<file path="src/rtl/mul_job_pkg.sv">
// Shared types, widths and helpers for the multiply-job arbiter and its
// shift-add datapath.
package mul_job_pkg;

  typedef enum logic [1:0] {
    IDLE  = 2'd0,
    MULT  = 2'd1,
    COUNT = 2'd2
  } state_t;

  localparam int AW    = 24;
  localparam int RW    = 32;
  localparam int PW    = 48;
  localparam int LW    = 6;
  localparam int STEPS = AW;

  typedef struct packed {
    logic [RW-1:0] w;
    logic [LW-1:0] l;
    logic          ovf;
  } rsp_t;

  function automatic logic [LW-1:0] popcount32(input logic [RW-1:0] v);
    logic [LW-1:0] c;
    c = '0;
    for (int i = 0; i < RW; i++) c = c + LW'(v[i]);
    return c;
  endfunction

endpackage

</file>
<file path="src/rtl/mul_shift_add.sv">
// Serial 24x24 shift-add multiplier: one multiplier bit per enabled cycle,
// fixed 24 steps, full 48-bit accumulator.
module mul_shift_add
  import mul_job_pkg::*;
(
  input  logic          clk,
  input  logic          n_reset,
  input  logic          load,
  input  logic          step_en,
  input  logic [AW-1:0] a1,
  input  logic [AW-1:0] a2,
  output logic [PW-1:0] acc,
  output logic          last
);

  logic [PW-1:0] mcand;
  logic [AW-1:0] mplier;
  logic [4:0]    step;

  // Multiplicand shifts left and multiplier shifts right each step, which is
  // the same as adding a1 << step when a2[step] is set.
  always_ff @(posedge clk) begin
    if (!n_reset) begin
      mcand  <= '0;
      mplier <= '0;
      acc    <= '0;
      step   <= '0;
    end else if (load) begin
      mcand  <= PW'(a1);
      mplier <= a2;
      acc    <= '0;
      step   <= '0;
    end else if (step_en) begin
      if (mplier[0]) acc <= acc + mcand;
      mcand  <= mcand << 1;
      mplier <= mplier >> 1;
      step   <= step + 5'd1;
    end
  end

  assign last = (step == 5'(STEPS-1));

endmodule

</file>
<file path="src/rtl/mul_job_arbiter.sv">
// Round-robin arbiter + sequencer sharing one serial multiply/popcount engine
// between NREQ requesters; fixed 25-cycle grant-to-response latency.
module mul_job_arbiter
  import mul_job_pkg::*;
#(
  parameter int NREQ = 2,
  parameter int AW   = 24,
  parameter int RW   = 32
) (
  input  logic                 clk,
  input  logic                 n_reset,
  input  logic [NREQ-1:0]      req,
  input  logic [NREQ*AW-1:0]   req_a1,
  input  logic [NREQ*AW-1:0]   req_a2,
  output logic [NREQ-1:0]      gnt,
  output logic [NREQ-1:0]      rsp_valid,
  output logic [RW-1:0]        rsp_w,
  output logic [5:0]           rsp_l,
  output logic                 rsp_ovf,
  output logic                 busy,
  output logic [15:0]          op_count
);

  localparam int IDW = (NREQ > 1) ? $clog2(NREQ) : 1;

  state_t                      state, state_d;
  logic [IDW-1:0]              rr_ptr, id, pick_id;
  logic [NREQ-1:0][AW-1:0]     a1_v, a2_v;
  logic [2*NREQ-1:0]           req_dbl;
  logic [NREQ-1:0]             req_rot;
  int                          pick_ofs, pick_sum;
  logic                        load, step_en, do_grant, do_rsp;
  logic [PW-1:0]               acc;
  logic                        last;
  rsp_t                        rsp_q;

  assign a1_v = req_a1;
  assign a2_v = req_a2;

  // Rotate requests so rr_ptr sits at bit 0; lowest set bit is the winner.
  assign req_dbl = {req, req} >> rr_ptr;
  assign req_rot = req_dbl[NREQ-1:0];

  always_comb begin
    pick_ofs = 0;
    for (int k = NREQ-1; k >= 0; k--) begin
      if (req_rot[k]) pick_ofs = k;
    end
    pick_sum = int'(rr_ptr) + pick_ofs;
    if (pick_sum >= NREQ) pick_sum = pick_sum - NREQ;
    pick_id = IDW'(pick_sum);
  end

  always_ff @(posedge clk) begin
    if (!n_reset) state <= IDLE;
    else          state <= state_d;
  end

  always_comb begin
    state_d  = state;
    load     = 1'b0;
    step_en  = 1'b0;
    do_grant = 1'b0;
    do_rsp   = 1'b0;
    case (state)
      IDLE: begin
        if (|req) begin
          do_grant = 1'b1;
          load     = 1'b1;
          state_d  = MULT;
        end
      end
      MULT: begin
        step_en = 1'b1;
        if (last) state_d = COUNT;
      end
      COUNT: begin
        do_rsp  = 1'b1;
        state_d = IDLE;
      end
      default: state_d = IDLE;
    endcase
  end

  mul_shift_add u_dp (
    .clk     (clk),
    .n_reset (n_reset),
    .load    (load),
    .step_en (step_en),
    .a1      (a1_v[pick_id]),
    .a2      (a2_v[pick_id]),
    .acc     (acc),
    .last    (last)
  );

  always_ff @(posedge clk) begin
    if (!n_reset) begin
      gnt       <= '0;
      rsp_valid <= '0;
      rsp_q     <= '0;
      op_count  <= '0;
      rr_ptr    <= '0;
      id        <= '0;
    end else begin
      gnt       <= do_grant ? (NREQ'(1) << pick_id) : '0;
      rsp_valid <= do_rsp   ? (NREQ'(1) << id)      : '0;
      if (do_grant) begin
        id     <= pick_id;
        rr_ptr <= (pick_id == IDW'(NREQ-1)) ? '0 : pick_id + 1'b1;
      end
      if (do_rsp) begin
        rsp_q.w   <= acc[RW-1:0];
        rsp_q.l   <= popcount32(acc[RW-1:0]);
        rsp_q.ovf <= |acc[PW-1:RW];
        op_count  <= op_count + 16'd1;
      end
    end
  end

  assign rsp_w   = rsp_q.w;
  assign rsp_l   = rsp_q.l;
  assign rsp_ovf = rsp_q.ovf;
  assign busy    = (state != IDLE);

endmodule

</file>
<file path="config.mk">
export PLATFORM = sky130hd
export DESIGN_NAME = mul_job_arbiter
export DESIGN_NICKNAME = d
export VERILOG_FILES = /design/src/rtl/mul_job_pkg.sv /design/src/rtl/mul_shift_add.sv /design/src/rtl/mul_job_arbiter.sv
export SDC_FILE = /design/constraint.sdc
export NUM_CORES = 1
export LEC_CHECK = 0
export CAP_MARGIN = 20
export CELL_PAD_IN_SITES_DETAIL_PLACEMENT = 2
export CELL_PAD_IN_SITES_GLOBAL_PLACEMENT = 2
export CORE_MARGIN = 2
export CORE_UTILIZATION = 34
export CTS_CLUSTER_SIZE = 24
export DETAILED_ROUTE_END_ITERATION = 10
export GPL_TIMING_DRIVEN = 0
export PLACE_DENSITY = 0.83
export SYNTH_ARGS = -nofsm -noshare
export SYNTH_HDL_FRONTEND = slang
export SYNTH_SLANG_ARGS = --single-unit
</file>
<file path="constraint.sdc">
create_clock -name clk -period 10.3 [get_ports clk]
set_input_delay 1.545 -clock clk [delete_from_list [all_inputs] [get_ports clk]]
set_output_delay 1.545 -clock clk [all_outputs]
set_load 0.1 [all_outputs]
</file>
==> impl_results.md <==
- Post-Synth Adder-Cell Area: 11.2%
- Xor/xnor cell area share of the yosys netlist: just under 4%
- Final core utilization: 43.0%
- Row cnt: 65
- Most Frequent Cell on Critical Path: fa_1
- First-pass GRT wire length: 67.5 mm
- Postcts setup bufs: 0
- Clk_skew: 11.9 ps
- Routed Antenna Nets: 0
- Crit path DAT: ~5700 ps
- Synth cell count leaders: nand2_1 (230), a21oi_1 (210), dfxtp_1 (188), o21ai_0 (130), clkbuf_1 (83)
- CP Cell Sequence: inv_1, fa_1, fa_1, fa_1, fa_1, fa_1, fa_1, inv_1, ha_1, inv_1, fa_1, inv_1, a21o_1, a21oi_1, xnor2_1, nand2_1, a21oi_1
- H-tree depth: 4
- Hold Path Class: flip-flop to flip-flop
- Post-CTS Hold Fix Bufs: 0
- Max clock buf depth: 2
- DP HPWL: 32.7 mm
- EDFF count, synth: 0
- Post-synthesis cell type count: 59
- DRC: 0
- Buf+Inv Stages, Crit Path: 4
- Fin crit period: 5350 ps
- Worst skew pair latency: about 470 ps
- Synth Area in Compound Gates: 26.0%
- Seq/Total Area, Yosys: a little over a third
- Mux cell area share after synthesis: 0.396%
- Share of cells above drive strength 1: under 10%
- Final WL: 42.7 mm
- Fillers: ~3600
- Tightest Pin Transition: 1040 ps
- Status: complete, no violations
- Chip width: ~180 um
- RSZ-0062 raised after global routing: false
- DRT Pass-1 Iters: 5
- Initial antenna violation count: 0
- LEAKAGE: approximately 5 nW
- Synth-to-Final Area Change: 25.3%
- WS Path Type: flip-flop to flip-flop
- Post-DP Area: 0.0128 mm^2
- Area of the core: 0.0313 mm^2
- Source of the worst hold timing path: rsp_w[15]
- Top-area cell type share of the netlist area: 35.0%
- Dominant cell type by area after synthesis: dfxtp_1
- Pin count of the biggest net entering global routing: 17
- CTS Buf Count: 17
- Clock root buffer: clkbuf_16
- Vias in the first global route: 12100
- Simple logic cell fraction of the synthesized area: 17.9%
- Largest family of logic cells by synthesized area: compound AO/OA/AOI/OAI gates
- CP top delay family: adder cells
- Final std cells w/o fill: between 1500 and 2000
- Gr usage total: 26.2%
- 1st-iter DRT viols: about 570
- Area of the multi-input gates: 0.00638 mm^2
- Initial Utilization: 34.3%
- Final setup viols: 0
- Relative slew margins: 29.7%
- WHS Endpoint: rsp_w[15]
- Via count: ~11000
- Ports: 160
- Final Wtd Congestion: 0.864
- Reg area: 0.00376 mm^2
- Crit end category: flip-flop
- Worst-path clk slew: 80 ps
- CTS tree: built
- I/O Buffers: ~160
- Yosys reg bits: 188
- Synth Instances: ~1400
- Final Cell Area: 0.0135 mm^2
- Critical R2R Launch: u_dp.acc[1]
- Crit-path slowest cell: fa_1
- Synth top area cells: dfxtp_1 (35%), a21oi_1 (9.8%), nand2_1 (8.0%), ha_1 (6.5%), o21ai_0 (6.1%)
- Synthesized netlist net count: 1573
- # nets final: 1751
- PD cells: about 130 mW/mm^2
- CP required: 10680 ps
- Final Slew Violations: 0
- Via density: 5.63
- Number of max-cap violations: 0
- FMAX: 187 MHz
- Maximum VDD drop: ~0.099 mV
- R2r worst-path depth: 17
- CTS resizes: 0
- Diode count: 0
- Part of the cycle the worst path needs: 51.9%
- Final hold vios: 0
- Total global routing overflow: 0
- Worst-path maximum fanout: 4
- Slowest stage delay, CP: approximately 600 ps
- Syn avg cell area: around 7.7 um^2
- Worst r2r dst: rsp_l[4]
- Die ar.: 0.0331 mm^2
- Synthesized cell area: 0.0108 mm^2
- Wirelength per Cell: roughly 21 um
- Startpoint Class: flip-flop
- Hold Path Depth: 2
- CTS sink cnt: 188
- Ys async rst share: 0%
- R2r setup slk: slightly below 5000 ps
- Setup tns final: 0 ps
- Placed cell count: 1953
- Chip height: approximately 180 um
- Most common cell in the netlist: nand2_1
- Yosys warning count: 0
- Top FF cell, synth: dfxtp_1
- Total Power: 1.73 mW
-- metal layers --
| metal | vias to the layer above | part of all wire [%] | GRT usage, % |
|---|---|---|---|
| li1 | 5244 | - | - |
| met1 | 5642 | 46 | 33.5 |
| met2 | 216 | 49 | 45.3 |
| met3 | 64 | 2.7 | 3.79 |
| met4 | 0 | 2.7 | 8.98 |
| met5 | - | 0 | 0 |
-- through the flow --
step                hold slack (ps)  worst slack, ps
floorplan                       417             5730
global placement                444             5230
detailed placement              453             5080
CTS                             464             4980
global route                    484             4810
finish                          460             4950
-- cell type report --
type | instances | area share [%]
buffer | 94 | 2.68
clock buffer | 23 | 3.62
clock inverter | 9 | 0.985
inverter | 65 | 1.81
multi-input combinational | 1045 | 47.4
sequential | 188 | 27.9
tap | 402 | 3.73
timing repair buffer | 159 | 11.8
-- power breakdown --
part	internal, mW	switching (mW)	leakage, nW
Combinational	0.0872	0.144	3.22
Clock	0.409	0.312	0.300
Sequential	0.751	0.0226	1.53
Total	1.25	0.478	5.05
-- how the worst max path moves through the flow --
| stage | startpoint | endpoint | cells past startpoint |
|---|---|---|---|
| after floorplan | u_dp.acc[1] | rsp_l[5] | 16 |
| after detailed placement | u_dp.acc[1] | rsp_l[4] | 17 |
| after CTS | u_dp.acc[1] | rsp_l[4] | 17 |
| after global routing | u_dp.acc[1] | rsp_l[4] | 17 |
| final | u_dp.acc[1] | rsp_l[4] | 17 |
| after global placement | u_dp.acc[1] | rsp_l[4] | 17 |
-- layout by cell type (no fill, tap or decap), drive strengths merged, types with 29 or more instances in the layout --
cell type,instances
nand2,230
a21oi,210
dfxtp,188
clkdlybuf4s50,159
o21ai,131
clkbuf,106
inv,66
nor2,63
ha,56
a22oi,46
nand3,29
-- logic make-up (layout without fill, tap and decap cells) --
family	after synthesis	after routing
AOI/OAI and AO/OA	484	484
xor gates and xnor gates	48	48
adders and majority gates	81	81
buffers and inverters	159	350
DFF	188	188
muxes	4	4
and+or+nand+nor	428	428
-- sequential cells by signal, summed over array words and instances, names as in the netlist --
signal,flops
u_dp.acc,48
u_dp.mcand,48
rsp_w,32
u_dp.mplier,24
op_count,16
rsp_l,6
u_dp.step,5
gnt,2
rsp_valid,2
state,2
id,1
rr_ptr,1
rsp_ovf,1
-- tightest hold or removal path, cell delays in order, from the launching register on --
cell and delay, ps:
dfxtp_1 310, nand2_1 50, a21oi_1 50
(Power assumes the default switching activity.)
